`config.mk`:
```
export PLATFORM = sky130hd
export DESIGN_NAME = regfile_writer_flat
export DESIGN_NICKNAME = d
export VERILOG_FILES = /design/src/rtl/regfile_writer_if.sv /design/src/rtl/regfile_writer.sv /design/src/flat_wrapper.sv
export SDC_FILE = /design/constraint.sdc
export NUM_CORES = 1
export LEC_CHECK = 0
export ABC_AREA = 1
export BUFFER_PORTS_ARGS = -buffer_cell sky130_fd_sc_hd__buf_4
export CAP_MARGIN = 20
export CORE_MARGIN = 3
export CORE_UTILIZATION = 60
export DETAILED_ROUTE_END_ITERATION = 8
export GPL_TIMING_DRIVEN = 0
export PLACE_DENSITY = 0.84
export SKIP_LAST_GASP = 1
export SYNTH_ARGS = -nofsm -noshare
export SYNTH_HDL_FRONTEND = slang
export SYNTH_SLANG_ARGS = --single-unit
```
`constraint.sdc`:
```
create_clock -name clk -period 5.13 [get_ports clk]
set_input_delay 0.2565 -clock clk [delete_from_list [all_inputs] [get_ports clk]]
set_output_delay 0.2565 -clock clk [all_outputs]
set_load 0.03 [all_outputs]
```
`src/rtl/regfile_writer_if.sv`:
```
// Bundle between writeback producers, decode and the regfile write-side block.
// The master side drives requests and source selects; the slave side is regfile_writer.
interface regfile_writer_if;
    logic        issue_valid;
    logic [2:0]  issue_dest;
    logic        issue_ready;
    logic        wb_valid;
    logic [2:0]  wb_dest;
    logic [15:0] wb_data;
    logic        wb_ready;
    logic        drain_en;
    logic        rf_load;
    logic [2:0]  rf_dest;
    logic [15:0] rf_in;
    logic [2:0]  src_a;
    logic [2:0]  src_b;
    logic        hazard_a;
    logic        hazard_b;
    logic        sb_err;

    modport master (
        output issue_valid, issue_dest, wb_valid, wb_dest, wb_data, drain_en, src_a, src_b,
        input  issue_ready, wb_ready, rf_load, rf_dest, rf_in, hazard_a, hazard_b, sb_err
    );

    modport slave (
        input  issue_valid, issue_dest, wb_valid, wb_dest, wb_data, drain_en, src_a, src_b,
        output issue_ready, wb_ready, rf_load, rf_dest, rf_in, hazard_a, hazard_b, sb_err
    );
endinterface

```
`src/rtl/regfile_writer.sv`:
```
// In-order writeback FIFO driving the 8 x 16 regfile write port, plus a per-register
// outstanding-write scoreboard that reports read-after-write hazards to decode.
module regfile_writer #(
    parameter int DEPTH  = 4,
    parameter int PEND_W = 2
) (
    input  logic             clk,
    input  logic             reset,
    regfile_writer_if.slave  bus
);

    localparam int AW = (DEPTH > 1) ? $clog2(DEPTH) : 1;
    localparam int CW = AW + 1;
    localparam logic [CW-1:0]     COUNT_FULL = CW'(DEPTH);
    localparam logic [PEND_W-1:0] PEND_MAX   = {PEND_W{1'b1}};
    localparam logic [PEND_W-1:0] PEND_ONE   = PEND_W'(1);

    logic [2:0]        dest_mem_q [DEPTH];
    logic [15:0]       data_mem_q [DEPTH];
    logic [AW-1:0]     head_q, head_d;
    logic [AW-1:0]     tail_q, tail_d;
    logic [CW-1:0]     count_q, count_d;
    logic [PEND_W-1:0] pending_q [8];
    logic [PEND_W-1:0] pending_d [8];
    logic              sb_err_q, sb_err_d;

    logic              push_s, pop_s, inc_s, not_empty_s;
    logic [2:0]        head_dest_s;
    logic [15:0]       head_data_s;
    logic              wb_ready_s, issue_ready_s, hazard_a_s, hazard_b_s;

    // The final outstanding write is forwarded by the regfile in its drain cycle, so it is no hazard.
    function automatic logic hazard_f(input logic [PEND_W-1:0] pend, input logic [2:0] src,
                                      input logic load, input logic [2:0] dest);
        return (pend != '0) && !(load && (dest == src) && (pend == PEND_ONE));
    endfunction

    // FIFO control, scoreboard next state and combinational outputs.
    always_comb begin
        not_empty_s   = (count_q != '0);
        wb_ready_s    = (count_q != COUNT_FULL);
        push_s        = bus.wb_valid && wb_ready_s;
        pop_s         = bus.drain_en && not_empty_s;
        head_dest_s   = not_empty_s ? dest_mem_q[head_q] : 3'd0;
        head_data_s   = not_empty_s ? data_mem_q[head_q] : 16'd0;
        issue_ready_s = (pending_q[bus.issue_dest] != PEND_MAX);
        inc_s         = bus.issue_valid && issue_ready_s;

        head_d   = pop_s  ? head_q + AW'(1) : head_q;
        tail_d   = push_s ? tail_q + AW'(1) : tail_q;
        case ({push_s, pop_s})
            2'b10:   count_d = count_q + CW'(1);
            2'b01:   count_d = count_q - CW'(1);
            default: count_d = count_q;
        endcase

        sb_err_d = sb_err_q;
        for (int r = 0; r < 8; r++) begin
            pending_d[r] = pending_q[r];
            if (pop_s && (head_dest_s == 3'(r)) && (pending_q[r] == '0)) begin
                sb_err_d = 1'b1;
            end else begin
                sb_err_d = sb_err_d;
            end
            case ({inc_s && (bus.issue_dest == 3'(r)), pop_s && (head_dest_s == 3'(r))})
                2'b10:   pending_d[r] = pending_q[r] + PEND_ONE;
                2'b01:   pending_d[r] = (pending_q[r] == '0) ? pending_q[r] : pending_q[r] - PEND_ONE;
                default: pending_d[r] = pending_q[r];
            endcase
        end

        hazard_a_s = hazard_f(pending_q[bus.src_a], bus.src_a, pop_s, head_dest_s);
        hazard_b_s = hazard_f(pending_q[bus.src_b], bus.src_b, pop_s, head_dest_s);
    end

    // Control state: pointers, count, pending counters and sticky error.
    always_ff @(posedge clk or posedge reset) begin
        if (reset) begin
            head_q   <= '0;
            tail_q   <= '0;
            count_q  <= '0;
            sb_err_q <= 1'b0;
            for (int r = 0; r < 8; r++) begin
                pending_q[r] <= '0;
            end
        end else begin
            head_q   <= head_d;
            tail_q   <= tail_d;
            count_q  <= count_d;
            sb_err_q <= sb_err_d;
            for (int r = 0; r < 8; r++) begin
                pending_q[r] <= pending_d[r];
            end
        end
    end

    // Payload storage needs no reset: outputs are masked whenever the FIFO is empty.
    always_ff @(posedge clk) begin
        if (push_s) begin
            dest_mem_q[tail_q] <= bus.wb_dest;
            data_mem_q[tail_q] <= bus.wb_data;
        end
    end

    assign bus.wb_ready    = wb_ready_s;
    assign bus.issue_ready = issue_ready_s;
    assign bus.rf_load     = pop_s;
    assign bus.rf_dest     = head_dest_s;
    assign bus.rf_in       = head_data_s;
    assign bus.hazard_a    = hazard_a_s;
    assign bus.hazard_b    = hazard_b_s;
    assign bus.sb_err      = sb_err_q;

endmodule

```
`src/flat_wrapper.sv`:
```
// flat-port wrapper written by rule: the top's interface ports become plain ports
module regfile_writer_flat 
#(
    parameter int DEPTH  = 4,
    parameter int PEND_W = 2
)
  (clk, reset, bus_issue_valid, bus_issue_dest, bus_wb_valid, bus_wb_dest, bus_wb_data, bus_drain_en, bus_src_a, bus_src_b, bus_issue_ready, bus_wb_ready, bus_rf_load, bus_rf_dest, bus_rf_in, bus_hazard_a, bus_hazard_b, bus_sb_err);
  regfile_writer_if bus_i ();
  input  logic clk;
  input  logic reset;
  input wire logic [$bits(bus_i.issue_valid)-1:0] bus_issue_valid;
  input wire logic [$bits(bus_i.issue_dest)-1:0] bus_issue_dest;
  input wire logic [$bits(bus_i.wb_valid)-1:0] bus_wb_valid;
  input wire logic [$bits(bus_i.wb_dest)-1:0] bus_wb_dest;
  input wire logic [$bits(bus_i.wb_data)-1:0] bus_wb_data;
  input wire logic [$bits(bus_i.drain_en)-1:0] bus_drain_en;
  input wire logic [$bits(bus_i.src_a)-1:0] bus_src_a;
  input wire logic [$bits(bus_i.src_b)-1:0] bus_src_b;
  output wire logic [$bits(bus_i.issue_ready)-1:0] bus_issue_ready;
  output wire logic [$bits(bus_i.wb_ready)-1:0] bus_wb_ready;
  output wire logic [$bits(bus_i.rf_load)-1:0] bus_rf_load;
  output wire logic [$bits(bus_i.rf_dest)-1:0] bus_rf_dest;
  output wire logic [$bits(bus_i.rf_in)-1:0] bus_rf_in;
  output wire logic [$bits(bus_i.hazard_a)-1:0] bus_hazard_a;
  output wire logic [$bits(bus_i.hazard_b)-1:0] bus_hazard_b;
  output wire logic [$bits(bus_i.sb_err)-1:0] bus_sb_err;
  assign bus_i.issue_valid = bus_issue_valid;
  assign bus_i.issue_dest = bus_issue_dest;
  assign bus_i.wb_valid = bus_wb_valid;
  assign bus_i.wb_dest = bus_wb_dest;
  assign bus_i.wb_data = bus_wb_data;
  assign bus_i.drain_en = bus_drain_en;
  assign bus_i.src_a = bus_src_a;
  assign bus_i.src_b = bus_src_b;
  assign bus_issue_ready = bus_i.issue_ready;
  assign bus_wb_ready = bus_i.wb_ready;
  assign bus_rf_load = bus_i.rf_load;
  assign bus_rf_dest = bus_i.rf_dest;
  assign bus_rf_in = bus_i.rf_in;
  assign bus_hazard_a = bus_i.hazard_a;
  assign bus_hazard_b = bus_i.hazard_b;
  assign bus_sb_err = bus_i.sb_err;
  regfile_writer #(.DEPTH(DEPTH), .PEND_W(PEND_W)) u_core (.clk(clk), .reset(reset), .bus(bus_i));
endmodule
```
==> results of run 1 <==
[layout make-up]
cell class,count,area [sq um],area share
plain buffers,22,121,0.0203
inverters,52,195,0.0326
flip-flops and latches,100,2880,0.482
clock inverters,7,80.1,0.0134
well taps,105,131,0.0219
clock buffers,9,124,0.0207
repair buffers,60,515,0.0861
multi-input cells,399,1940,0.323
[metrics by stage]
stage	setup slack (ns)	cell area [sq um]	utilization
finish	2.62	5990	0.725
floorplan	2.93	5120	-
global placement	2.57	5660	0.686
detailed placement	3.00	5740	0.696
global route	2.46	5990	0.725
CTS	2.61	5950	0.720
[kinds of logic (layout without fill, tap and decap cells)]
| family | Yosys count | in the layout |
|---|---|---|
| and+or+nand+nor | 279 | 279 |
| buffers and inverters | 74 | 150 |
| adders and majority gates | 6 | 6 |
| xor gates and xnor gates | 6 | 6 |
| DFF | 100 | 100 |
| AOI/OAI and AO/OA | 108 | 108 |
[flip-flops by register name (all words and copies together) (netlist names)]
register / flops
u_core.bus.sb_err: 1
u_core.count_q: 3
u_core.data_mem_q: 64
u_core.dest_mem_q: 12
u_core.head_q: 2
u_core.pending_q: 16
u_core.tail_q: 2
[worst max path at each step]
stage,end,cells past startpoint
after floorplan,u_core.data_mem_q[0][0],4
after global placement,u_core.data_mem_q[3][8],4
after detailed placement,u_core.count_q[2],9
after CTS,bus_rf_in[7],7
after global routing,bus_rf_in[7],7
final,bus_rf_in[7],7
[worst max-delay path, stage by stage (launching register included)]
cell      delay, ns
dfrtp_1        0.43
buf_4          0.20
clkbuf_1       0.43
nor2_1         0.12
nor2_1         0.13
o21ai_0        0.13
a21oi_1        0.25
buf_4          0.21
[synth_stat cells (2+ instances only)]
cell,n,share of area
buf_2,3,0.0029
o221ai_1,2,0.0034
nor2_1,96,0.070
nand4_1,18,0.022
ha_1,5,0.012
nand2_2,12,0.015
nand3_1,26,0.025
clkbuf_1,10,0.0073
or2_2,2,0.0024
xor2_1,5,0.0085
edfxtp_1,76,0.45
buf_1,3,0.0022
nor3_1,3,0.0029
o21ai_0,61,0.060
inv_2,13,0.0095
inv_1,38,0.028
nand3_2,5,0.0098
buf_6,4,0.0088
nor2_4,2,0.0044
nand2_1,110,0.081
a21oi_1,31,0.030
nor2_2,4,0.0049
dfrtp_1,24,0.12
o21ai_1,12,0.012
[power by group]
part | total [mW] | internal, mW | switching [mW]
Clock | 0.497 | 0.194 | 0.303
Combinational | 1.87 | 0.614 | 1.25
Sequential | 1.22 | 1.09 | 0.128
Total | 3.58 | 1.90 | 1.68
[metal layers]
layer  GRT usage  part of all wire
met1       0.358              0.40
met2       0.442              0.51
met3      0.0453             0.083
met4      0.0651             0.011
met5           0                 0
[repair_timing]
| item | 4_1_cts | 5_1_grt |
|---|---|---|
| gates resized for setup | 0 | 0 |
| hold buffers | 0 | 1 |
| hold endpoints to repair | 0 | 3 |
==> impl_metrics.tcl, run 1 <==
set metrics [dict create \
    status "complete, no violations" \
    wl_per_cell_um 16.3 \
    ff2ff_setup_slack_ns 2.98 \
    dp.cells 736 \
    timing_hold_violations_final 0 \
    synth_seq_cells 100 \
    synth_area_sq_um 5120 \
    coreArea_sq_um 8260 \
    area_delta_synth_final_pct 16.8 \
    startpoint "u_core.head_q[0]" \
    slew_violations 0 \
    cap_violations 0 \
    die_area_sq_um 9690 \
    path_clk_slew_ns 0.11 \
    rsz0062_at_grt "no" \
    io_pins 58 \
    finalCritPeriodShare 0.490 \
    synth_top_family_by_area "simple AND/OR/NAND/NOR gates" \
    grt_pass1_wl_um 20200 \
    muxShareOfSynthArea 0 \
    worst-path-max-fanout 10 \
    p_per_area_nw_per_um2 599 \
    final_cell_mix "nand2_1, nor2_1, edfxtp_1" \
    ant_nets 0 \
    drt_iter0_drc 503 \
    ys_dominant_reg_cell "edfxtp_1" \
    fin_cells 754 \
    synth-seq-area-share 0.563 \
    clockRootBuffer "clkbuf_8" \
    min_path_type "input pin to flip-flop" \
    clock-sinks 100 \
    synth_adder_area_share 0.0161 \
    antenna_found_initial 0 \
    max_clock_freq_mhz 398 \
    fin_setup_tns_ns 0 \
    yosys_warnings 0 \
    num_rows 33 \
    synth_cell_types 32 \
    synth_xor_area_frac 0.0103 \
    cts_buffer_depth 2 \
    worst_setup_path_start_kind "flip-flop" \
    antenna_cells 0 \
    final_layout_size_suffix_gt1_frac 0.197 \
    synth_edf_count 76 \
    grt_pass1_vias 4178 \
    hold_depth 1 \
    p_leak_nw 2.52 \
    timing.final.crit_period_ns 2.51 \
    wirelength_um 12300 \
    drc_errors 0 \
    port_buffers 54 \
    worstHoldStart "bus_wb_data[15]" \
    start_util 0.621 \
    viasPerCell 5.77 \
    grt_max_degree 25 \
    grt_overflow 0 \
    syn_nets 612 \
    nFillCells 606 \
    setup_viol 0 \
    cts_buffers 9 \
    reg2regPathDepth 10 \
    htreeDepth 3 \
    r2r_end "u_core.count_q[2]" \
    fin_nets 683 \
    grtUsageTotal 0.262 \
    arrival_ns 2.26 \
    synth_compound_area_frac 0.109 \
    slew_headroom 0.564 \
    dp_hpwl_um 8800 \
    cts_tree "done" \
    hold_slack_ns 0.0800 \
    clock_latency_ns 0.36 \
    vias 4354 \
    synthArstFlopShare 0.240 \
    finalClockSkew_ns 0.0115 \
    syn_inst 573 \
    worst_pin_slew_ns 0.653 \
    die_h_um 98.4 \
    max-vdd-ir-drop_uv 384 \
    final_common_cell "nand2_1" \
    syn_avg_cell_area_sq_um 8.94 \
    worstPathRequired_ns 4.87 \
    synth-simple-area-share 0.241 \
    worstHoldEndpoint "u_core.data_mem_q[2][15]" \
    worstSetupEndpointType "output port" \
    place.gp.congestion 0.956 \
    die_w_um 98.4 \
    criticalPathCategory "flip-flop to output port" \
    power.total_mw 3.58 \
    cts_setup_buffers 0 \
    dr.pass1.iters 5 \
    r2r_start "u_core.count_q[0]" \
]
No activity file was read; power rests on OpenSTA's default activity.
==> inputs of run 2 (changes only) <==
CORE_UTILIZATION = 59   (was 60)
PLACE_DENSITY = 0.82   (was 0.84)
clock period = 2.4 ns   (was 5.13 ns; I/O delays follow)
==> run 2 against run 1 <==
Net effect:
- first-iteration DRC count down 31%
- worst hold slack better by 0.095 ns
- sequential cell count unchanged
- total power up 120%
- final cell count up 2.5%
==> impl_metrics.tcl, run 2 (synthesized netlist as in run 1, its figures left out) <==
set metrics [dict create \
    cts_buffer_depth 2 \
    worst_setup_path_start_kind "flip-flop" \
    cts_buffers 9 \
    antenna_cells 0 \
    die_h_um 99.2 \
    dp.cells 736 \
    dp_hpwl_um 8620 \
    grtUsageTotal 0.265 \
    largest_reg_flops 64 \
    fin_nets 702 \
    port_buffers 54 \
    top_regs "u_core.data_mem_q: 64 flops, u_core.pending_q: 16 flops, u_core.dest_mem_q: 12 flops" \
    critPathBufInv 3 \
    crit_path_top_delay_cell "dfrtp_1" \
    p_per_area_nw_per_um2 1250 \
    clock-sinks 100 \
    top_register "u_core.data_mem_q" \
    wirelength_um 12600 \
    cts_tree "done" \
    timing.final.crit_period_ns 2.24 \
    coreArea_sq_um 8340 \
    timing_hold_violations_final 0 \
    final_layout_size_suffix_gt1_frac 0.199 \
    drt_iter0_drc 348 \
    ant_nets 0 \
    worstSetupEndpointType "flip-flop" \
    dr.pass1.iters 5 \
    nFillCells 605 \
    grt_max_degree 25 \
    worst-path-max-fanout 5 \
    slew_headroom 0.618 \
    finalCritPeriodShare 0.932 \
    viasPerCell 5.72 \
    arrival_ns 2.50 \
    fin_setup_tns_ns 0 \
    worstPathRequired_ns 2.66 \
    final_common_cell "nand2_1" \
    worst_pin_slew_ns 0.573 \
    startpoint "u_core.count_q[0]" \
    htreeDepth 3 \
    place.gp.congestion 0.957 \
    grt_pass1_wl_um 20500 \
    grt_pass1_vias 4252 \
    status "complete, no violations" \
    io_pins 58 \
    path_clk_slew_ns 0.11 \
    antenna_found_initial 0 \
    area_delta_synth_final_pct 21.0 \
    grt_overflow 0 \
    path_cells "inv_2 > nand3_2 > nand2_2 > inv_1 > ha_1 > inv_1 > fa_1 > a21oi_1 > o21ai_0 > xor2_1" \
    power.total_mw 7.75 \
    fin_cells 773 \
    cp_top_family "adder cells" \
    clockRootBuffer "clkbuf_8" \
    criticalPathCategory "flip-flop to flip-flop" \
    vias 4424 \
    start_util 0.614 \
    max_clock_freq_mhz 447 \
    p_leak_nw 2.62 \
    slew_violations 0 \
    wl_per_cell_um 16.3 \
    r2r_start "u_core.count_q[0]" \
    cts_setup_buffers 0 \
    drc_errors 0 \
    max-vdd-ir-drop_uv 806 \
    rsz0062_at_grt "no" \
    die_w_um 99.2 \
    finalClockSkew_ns 0.0150 \
    die_area_sq_um 9840 \
    final_cell_mix "nand2_1, nor2_1, edfxtp_1" \
    num_rows 33 \
    cpMostUsedCell "inv_1" \
    setup_viol 0 \
    min_path_type "input pin to async pin" \
    clock_latency_ns 0.37 \
    cap_violations 0 \
    cp_slowest_stage_delay_ns 0.40 \
]
[run 2: layer usage]
layer / GRT usage / routed length (um)
met5: 0 / 0
met4: 0.0924 / 270
met3: 0.0498 / 800
met2: 0.438 / 6290
met1: 0.355 / 5200
[run 2: layout make-up]
class | count | area [sq um] | area share
repair buffers | 79 | 711 | 0.115
inverters | 52 | 199 | 0.0321
multi-input cells | 399 | 1940 | 0.312
clock inverters | 7 | 91.3 | 0.0147
well taps | 105 | 131 | 0.0212
clock buffers | 9 | 124 | 0.0200
flip-flops and latches | 100 | 2880 | 0.465
plain buffers | 22 | 126 | 0.0204
[run 2: power by group]
group | total [mW] | switching, mW | leakage, nW | internal [mW]
Clock | 1.09 | 0.664 | 0.106 | 0.426
Sequential | 2.61 | 0.281 | 0.984 | 2.33
Combinational | 4.05 | 2.70 | 1.53 | 1.35
[run 2: path summary, 6_finish.rpt]
| kind | to | slack, ns | depth (start not counted) |
|---|---|---|---|
| worst max-delay path | u_core.count_q[2] | 0.16 | 10 |
| worst min-delay path | u_core.tail_q[1] | 0.17 | 3 |
| worst max register to register | u_core.count_q[2] | 0.16 | 10 |
| worst min register to register | u_core.bus.sb_err | 0.50 | 2 |
| max in group asynchronous | u_core.pending_q[13] | 1.87 | 4 |
| min in group clk | u_core.pending_q[9] | 0.20 | 4 |
[run 2: timing repair]
item                       in CTS  in global routing
hold endpoints to repair       87                  0
setup endpoints to repair       0                 13
resized for setup               0                  9
hold buffers                   20                  0
[run 2: metrics by stage]
stage / util / area (sq um) / setup slack [ns] / hold slack [ns]
2_1_floorplan: - / 5120 / 0.197 / 0.135
3_3_place_gp: 0.679 / 5660 / -0.173 / 0.319
3_5_place_dp: 0.690 / 5760 / 0.253 / 0.324
4_1_cts: 0.740 / 6170 / 0.0981 / 0.191
5_1_grt: 0.743 / 6200 / 0.0298 / 0.153
6_report: 0.743 / 6200 / 0.164 / 0.175
[run 2: worst register-to-register path, delay by kind of cell, from the launching register on]
kind	cells	cell delay, ns
buf+inv	3	0.38
simple gates	2	0.39
fa+ha+maj	2	0.56
flops	1	0.40
compound gates	2	0.25
xor+xnor	1	0.16
